## src/rtl/pwm_multi_channel_if.sv

```systemverilog
// Configuration and output bundle of the multi-channel PWM generator.
// The master side configures the block and observes its outputs; the slave side is the generator itself.
interface pwm_multi_channel_if #(
  parameter int CH = 4,
  parameter int W  = 16
);
  logic              enable;
  logic              load;
  logic              center_mode;
  logic [7:0]        prescale;
  logic [W-1:0]      period;
  logic [CH*W-1:0]   duty;
  logic [CH-1:0]     polarity;
  logic [CH-1:0]     pwm;
  logic              period_end;
  logic              load_ack;
  logic              pending;

  modport master (
    output enable, load, center_mode, prescale, period, duty, polarity,
    input  pwm, period_end, load_ack, pending
  );

  modport slave (
    input  enable, load, center_mode, prescale, period, duty, polarity,
    output pwm, period_end, load_ack, pending
  );
endinterface

```

## src/rtl/pwm_multi_channel.sv

```systemverilog
// Multi-channel PWM with a shared prescaled counter (edge or center aligned) and
// shadowed configuration that is only applied at a period boundary or while stopped.
module pwm_multi_channel #(
  parameter int SYS_FREQ = 125,
  parameter int CH       = 4,
  parameter int W        = 16
) (
  input logic                clk,
  input logic                reset_p,
  pwm_multi_channel_if.slave bus
);

  // SYS_FREQ carries no logic; this guard only records that it must be positive.
  if (SYS_FREQ < 1) begin : g_sys_freq_invalid
  end

  logic [W-1:0]  per_s_reg, per_a_reg;
  logic [7:0]    pre_s_reg, pre_a_reg;
  logic          mode_s_reg, mode_a_reg;
  logic [CH-1:0] pol_s_reg, pol_a_reg;

  logic [7:0]    pre_cnt_reg, pre_cnt_next;
  logic [W-1:0]  cnt_reg, cnt_next;
  logic          down_reg, down_next;
  logic          pending_reg, period_end_reg, load_ack_reg;
  logic [CH-1:0] pwm_reg, pwm_next;

  logic center, tick, at_end, boundary, apply;

  always_comb begin
    center = mode_a_reg && (per_a_reg != '0);
    tick   = bus.enable && (pre_cnt_reg == pre_a_reg);
    // In center mode the last count of a period is 1 on the way down, or the top when the top is 1.
    if (center) at_end = (cnt_reg == W'(1)) && (down_reg || per_a_reg == W'(1));
    else        at_end = (cnt_reg == per_a_reg);
    boundary = tick && at_end;
    apply    = pending_reg && (boundary || !bus.enable);

    cnt_next     = cnt_reg;
    down_next    = down_reg;
    pre_cnt_next = pre_cnt_reg + 8'd1;
    if (!bus.enable || apply) begin
      cnt_next     = '0;
      down_next    = 1'b0;
      pre_cnt_next = '0;
    end else if (tick) begin
      pre_cnt_next = '0;
      if (at_end) begin
        cnt_next  = '0;
        down_next = 1'b0;
      end else if (down_reg) begin
        cnt_next = cnt_reg - W'(1);
      end else if (center && cnt_reg == per_a_reg) begin
        cnt_next  = cnt_reg - W'(1);
        down_next = 1'b1;
      end else begin
        cnt_next = cnt_reg + W'(1);
      end
    end
  end

  genvar gi;
  for (gi = 0; gi < CH; gi++) begin : g_ch
    logic [W-1:0] duty_s_reg, duty_a_reg;

    always_ff @(posedge clk) begin
      if (reset_p) begin
        duty_s_reg <= '0;
        duty_a_reg <= '0;
      end else begin
        if (apply)    duty_a_reg <= duty_s_reg;
        if (bus.load) duty_s_reg <= bus.duty[gi*W +: W];
      end
    end

    assign pwm_next[gi] = bus.enable ? ((cnt_reg < duty_a_reg) ^ pol_a_reg[gi]) : pol_a_reg[gi];
  end

  always_ff @(posedge clk) begin
    if (reset_p) begin
      per_s_reg      <= '0;
      per_a_reg      <= '0;
      pre_s_reg      <= '0;
      pre_a_reg      <= '0;
      mode_s_reg     <= 1'b0;
      mode_a_reg     <= 1'b0;
      pol_s_reg      <= '0;
      pol_a_reg      <= '0;
      pre_cnt_reg    <= '0;
      cnt_reg        <= '0;
      down_reg       <= 1'b0;
      pending_reg    <= 1'b0;
      period_end_reg <= 1'b0;
      load_ack_reg   <= 1'b0;
      pwm_reg        <= '0;
    end else begin
      pre_cnt_reg    <= pre_cnt_next;
      cnt_reg        <= cnt_next;
      down_reg       <= down_next;
      period_end_reg <= boundary;
      load_ack_reg   <= apply;
      pwm_reg        <= pwm_next;
      if (apply) begin
        per_a_reg  <= per_s_reg;
        pre_a_reg  <= pre_s_reg;
        mode_a_reg <= mode_s_reg;
        pol_a_reg  <= pol_s_reg;
      end
      // A load coinciding with an apply lands in staging and stays pending.
      if (bus.load) begin
        per_s_reg   <= bus.period;
        pre_s_reg   <= bus.prescale;
        mode_s_reg  <= bus.center_mode;
        pol_s_reg   <= bus.polarity;
        pending_reg <= 1'b1;
      end else if (apply) begin
        pending_reg <= 1'b0;
      end
    end
  end

  assign bus.pwm        = pwm_reg;
  assign bus.period_end = period_end_reg;
  assign bus.load_ack   = load_ack_reg;
  assign bus.pending    = pending_reg;

endmodule

```

## src/flat_wrapper.sv

```systemverilog
// flat-port wrapper written by rule: the top's interface ports become plain ports
module pwm_multi_channel_flat 
#(
  parameter int SYS_FREQ = 125,
  parameter int CH       = 4,
  parameter int W        = 16
)
  (clk, reset_p, bus_enable, bus_load, bus_center_mode, bus_prescale, bus_period, bus_duty, bus_polarity, bus_pwm, bus_period_end, bus_load_ack, bus_pending);
  pwm_multi_channel_if #(.CH(CH), .W(W)) bus_i ();
  input logic clk;
  input logic reset_p;
  input wire logic [$bits(bus_i.enable)-1:0] bus_enable;
  input wire logic [$bits(bus_i.load)-1:0] bus_load;
  input wire logic [$bits(bus_i.center_mode)-1:0] bus_center_mode;
  input wire logic [$bits(bus_i.prescale)-1:0] bus_prescale;
  input wire logic [$bits(bus_i.period)-1:0] bus_period;
  input wire logic [$bits(bus_i.duty)-1:0] bus_duty;
  input wire logic [$bits(bus_i.polarity)-1:0] bus_polarity;
  output wire logic [$bits(bus_i.pwm)-1:0] bus_pwm;
  output wire logic [$bits(bus_i.period_end)-1:0] bus_period_end;
  output wire logic [$bits(bus_i.load_ack)-1:0] bus_load_ack;
  output wire logic [$bits(bus_i.pending)-1:0] bus_pending;
  assign bus_i.enable = bus_enable;
  assign bus_i.load = bus_load;
  assign bus_i.center_mode = bus_center_mode;
  assign bus_i.prescale = bus_prescale;
  assign bus_i.period = bus_period;
  assign bus_i.duty = bus_duty;
  assign bus_i.polarity = bus_polarity;
  assign bus_pwm = bus_i.pwm;
  assign bus_period_end = bus_i.period_end;
  assign bus_load_ack = bus_i.load_ack;
  assign bus_pending = bus_i.pending;
  pwm_multi_channel #(.SYS_FREQ(SYS_FREQ), .CH(CH), .W(W)) u_core (.clk(clk), .reset_p(reset_p), .bus(bus_i));
endmodule
```

## config.mk

```make
export PLATFORM = sky130hd
export DESIGN_NAME = pwm_multi_channel_flat
export DESIGN_NICKNAME = d
export VERILOG_FILES = /design/src/rtl/pwm_multi_channel_if.sv /design/src/rtl/pwm_multi_channel.sv /design/src/flat_wrapper.sv
export SDC_FILE = /design/constraint.sdc
export NUM_CORES = 1
export LEC_CHECK = 0
export CORE_MARGIN = 3
export CORE_UTILIZATION = 40
export DETAILED_ROUTE_END_ITERATION = 8
export GPL_ROUTABILITY_DRIVEN = 0
export PLACE_DENSITY = 0.61
export REMOVE_ABC_BUFFERS = 1
export SLEW_MARGIN = 20
export SYNTH_ARGS = -nofsm -noshare
export SYNTH_HDL_FRONTEND = slang
export SYNTH_SLANG_ARGS = --single-unit
```

## constraint.sdc

```tcl
create_clock -name clk -period 2.8 [get_ports clk]
set_input_delay 0.56 -clock clk [delete_from_list [all_inputs] [get_ports clk]]
set_output_delay 0.56 -clock clk [all_outputs]
set_load 0.01 [all_outputs]
```

==> results.toml <==
[cts]
postCtsSetupBuffers = 0
numCtsBuffers = 25
htree_levels = 1
cts_buffer_depth = 3
root_buffer = "clkbuf_16"
cts_tree = "built"
path_clk_slew_ns = 0.06
insertion_delay_ns = 0.52
cts_sinks = 218

[yosys]
avgSynthCellArea_um2 = 9.39
synth.area.top_cells = "dfxtp_1 39%, mux2i_1 18%, nand2b_1 11%"
yosys_most_used_dff = "dfxtp_1"
syn_inst = 1181
synth-seq-area-share_pct = 39.4
synth_warnings = 0
async_reset_ff_share_pct = 0
yosysUniqueCellTypes = 53
yosysTopAreaCellShare_pct = 39.4
synth_edf_count = 0
synth_top_cell_by_area = "dfxtp_1"
synth-seq-cells = 218
syn-cell-area_mm2 = 0.0111

[finish]
nNetsFinal = 1442
fin_util_pct = 49.4
syn_to_final_growth_pct = 20.8
final_layout_size_suffix_gt1_share_pct = 6.87
diodes = 0
final-instance-count-excl-fill = 1667

[power]
power_frac_seq_pct = 44.8
switching_share_pct = 24.0
p_clk_share_pct = 42.7
p_int_uw = 5620
ir_worst_vdd_mv = 0.467
p_leak_uw = 0.00541
power_density_mw_per_mm2 = 553
power_uw = 7400
p_sw_uw = 1780
pwr-share-comb_pct = 12.5

[place]
dpl.cell_count = 1626
place.port_buffers = 103
pre_cts_ws_ns = 0.150
place_hpwl_mm = 16.4

[floorplan]
dieWidth_um = 172
core_area_mm2 = 0.0271
pin_count = 104
initial_core_util_pct = 40.9
dieHeight_um = 172
die_area_mm2 = 0.0297
num_rows = 60

[grt]
grt_usage_pct = 16.0
grt_pass1_vias = 7830
grt.overflow.total = 0
grt_pass1_wl_mm = 39.3
antenna_found_initial = 0
grt_max_degree = 149

[routing]
drt-total-wl_mm = 24.1
via_per_inst = 4.87
drtIter0Drc = 434
dr.pass1.iters = 5
wl_per_cell_um = 14.5
postRouteAntennaNets = 0
drc = 0
vias = 8114

[flow_run]
drv_cap = 0

[sta]
rsz0062_at_grt = "false"
fin_worst_skew_ns = 0.00841
tightestPinTransition_ns = 0.692
drv_slew = 0
fmax_mhz = 383
hold_viol = 0
period_share_pct = 93.2
period_needed_ns = 2.61
setup_viol = 0
worst_slack_ns = 0.189
slew_headroom_pct = 53.9

[worst_setup_path]
slowest_delay_ns = 0.51
end_kind = "flip-flop"
cp_max_fo = 16
timing.critical_path.buf_inv = 2
arrival_ns = 3.05
cp_top_family = "simple AND/OR/NAND/NOR gates"
required_ns = 3.24
path_cells = "or4_4, nor4_4, nand4_2, o22ai_2, nand2_1, a21boi_4, buf_12, buf_4, mux2i_1"
critPathKind = "flip-flop to flip-flop"
cpMaxStageDelayCell = "or4_4"
startpoint_type = "flip-flop"

[run_status]
outcome = "complete, no violations"

[hold_path]
hp-class = "input port to flip-flop"
## cell usage in the layout (no fill, tap or decap), types with 3 or more instances in the layout
master             n
nand3_1           20
nor2_1           125
clkbuf_1           3
buf_4             30
or4b_2             4
a21oi_1           23
and3_1            10
a211oi_1           6
nand4_1           20
clkbuf_8           3
mux2i_1          194
o21ai_0           20
dfxtp_1          216
o41ai_1            4
nor4_1            12
clkinv_2           4
xnor2_1           13
clkbuf_16         25
buf_12             8
a211o_1            6
xor2_1            20
a21o_1            15
inv_1             72
nand2b_1         197
nor3_1             9
ha_1              64
or3_1              5
clkdlybuf4s50_1  101
o31a_1             4
o211ai_1           5
nand2_1           20
## power by group through the flow
stage	combinational [uW]	clock [uW]	sequential, uW
after floorplan	563	0	3360
after global placement	922	0	3380
after detailed placement	928	0	3380
after CTS	933	3270	3310
after global routing	1010	3370	3330
final	923	3160	3310
## cell families after synthesis
kind of cell | synth area share [%]
simple gates | 21.6
buf+inv | 5.85
xor+xnor | 2.61
flops | 39.4
compound gates | 5.82
mux | 17.5
fa+ha+maj | 7.22
## metrics by stage
| stage | setup TNS, ns | area (um2) | hold WS (ns) |
|---|---|---|---|
| final | 0 | 13400 | 0.299 |
| after global routing | 0 | 13400 | 0.290 |
| after CTS | 0 | 13400 | 0.276 |
| after detailed placement | 0 | 12600 | 0.460 |
| after global placement | 0 | 12600 | 0.458 |
| after floorplan | -564.72 | 10700 | 0.437 |
## layout make-up
cell class | count | area (um2)
clock buffers | 31 | 678
clock inverters | 10 | 114
fillers | 2593 | 13700
inverters | 72 | 270
multi-input cells | 824 | 6080
flip-flops and latches | 218 | 4370
well taps | 372 | 465
repair buffers | 140 | 1410
## cells in the mapped netlist, types with 4 or more instances
| master | count |
|---|---|
| or3_1 | 5 |
| o21ai_0 | 20 |
| o31a_1 | 4 |
| and3_1 | 10 |
| xnor2_1 | 13 |
| nand2_1 | 20 |
| nand4_1 | 20 |
| a21o_1 | 15 |
| o41ai_1 | 4 |
| nor3_1 | 9 |
| a211oi_1 | 6 |
| inv_1 | 72 |
| or4b_2 | 4 |
| buf_1 | 5 |
| buf_4 | 4 |
| a211o_1 | 6 |
| buf_12 | 6 |
| mux2i_1 | 194 |
| dfxtp_1 | 218 |
| nor2_1 | 125 |
| buf_2 | 5 |
| nand3_1 | 20 |
| a21oi_1 | 23 |
| xor2_1 | 20 |
| nor4_1 | 12 |
| clkbuf_1 | 46 |
| o211ai_1 | 5 |
| nand2b_1 | 197 |
| ha_1 | 64 |
## path summary, 6_finish.rpt
| path | endpoint | start | slack, ns | cells past startpoint |
|---|---|---|---|---|
| setup reg to reg | u_core.g_ch[1].duty_a_reg[14] | u_core.cnt_reg[10] | 0.19 | 9 |
| hold / removal | u_core.bus.pending | reset_p | 0.30 | 2 |
| hold reg to reg | u_core.g_ch[2].duty_a_reg[2] | u_core.g_ch[2].duty_a_reg[2] | 0.47 | 2 |
| setup / recovery | u_core.g_ch[1].duty_a_reg[14] | u_core.cnt_reg[10] | 0.19 | 9 |
## routing by layer
metal  part of all wire, %  up-vias  GRT usage (%)
met5                     0        -              0
met4                   2.1        0           3.96
met3                   5.4       41           2.99
met2                    44      180           25.4
met1                    49     3686           22.5
li1                      -     4207              -
## what timing repair did
item / 4_1_cts / 5_1_grt
hold buffers: 0 / 0
gates resized for setup: 0 / 2
endpoints found under the setup margin: 0 / 31
Note: power is estimated with default switching activity, not from simulation.
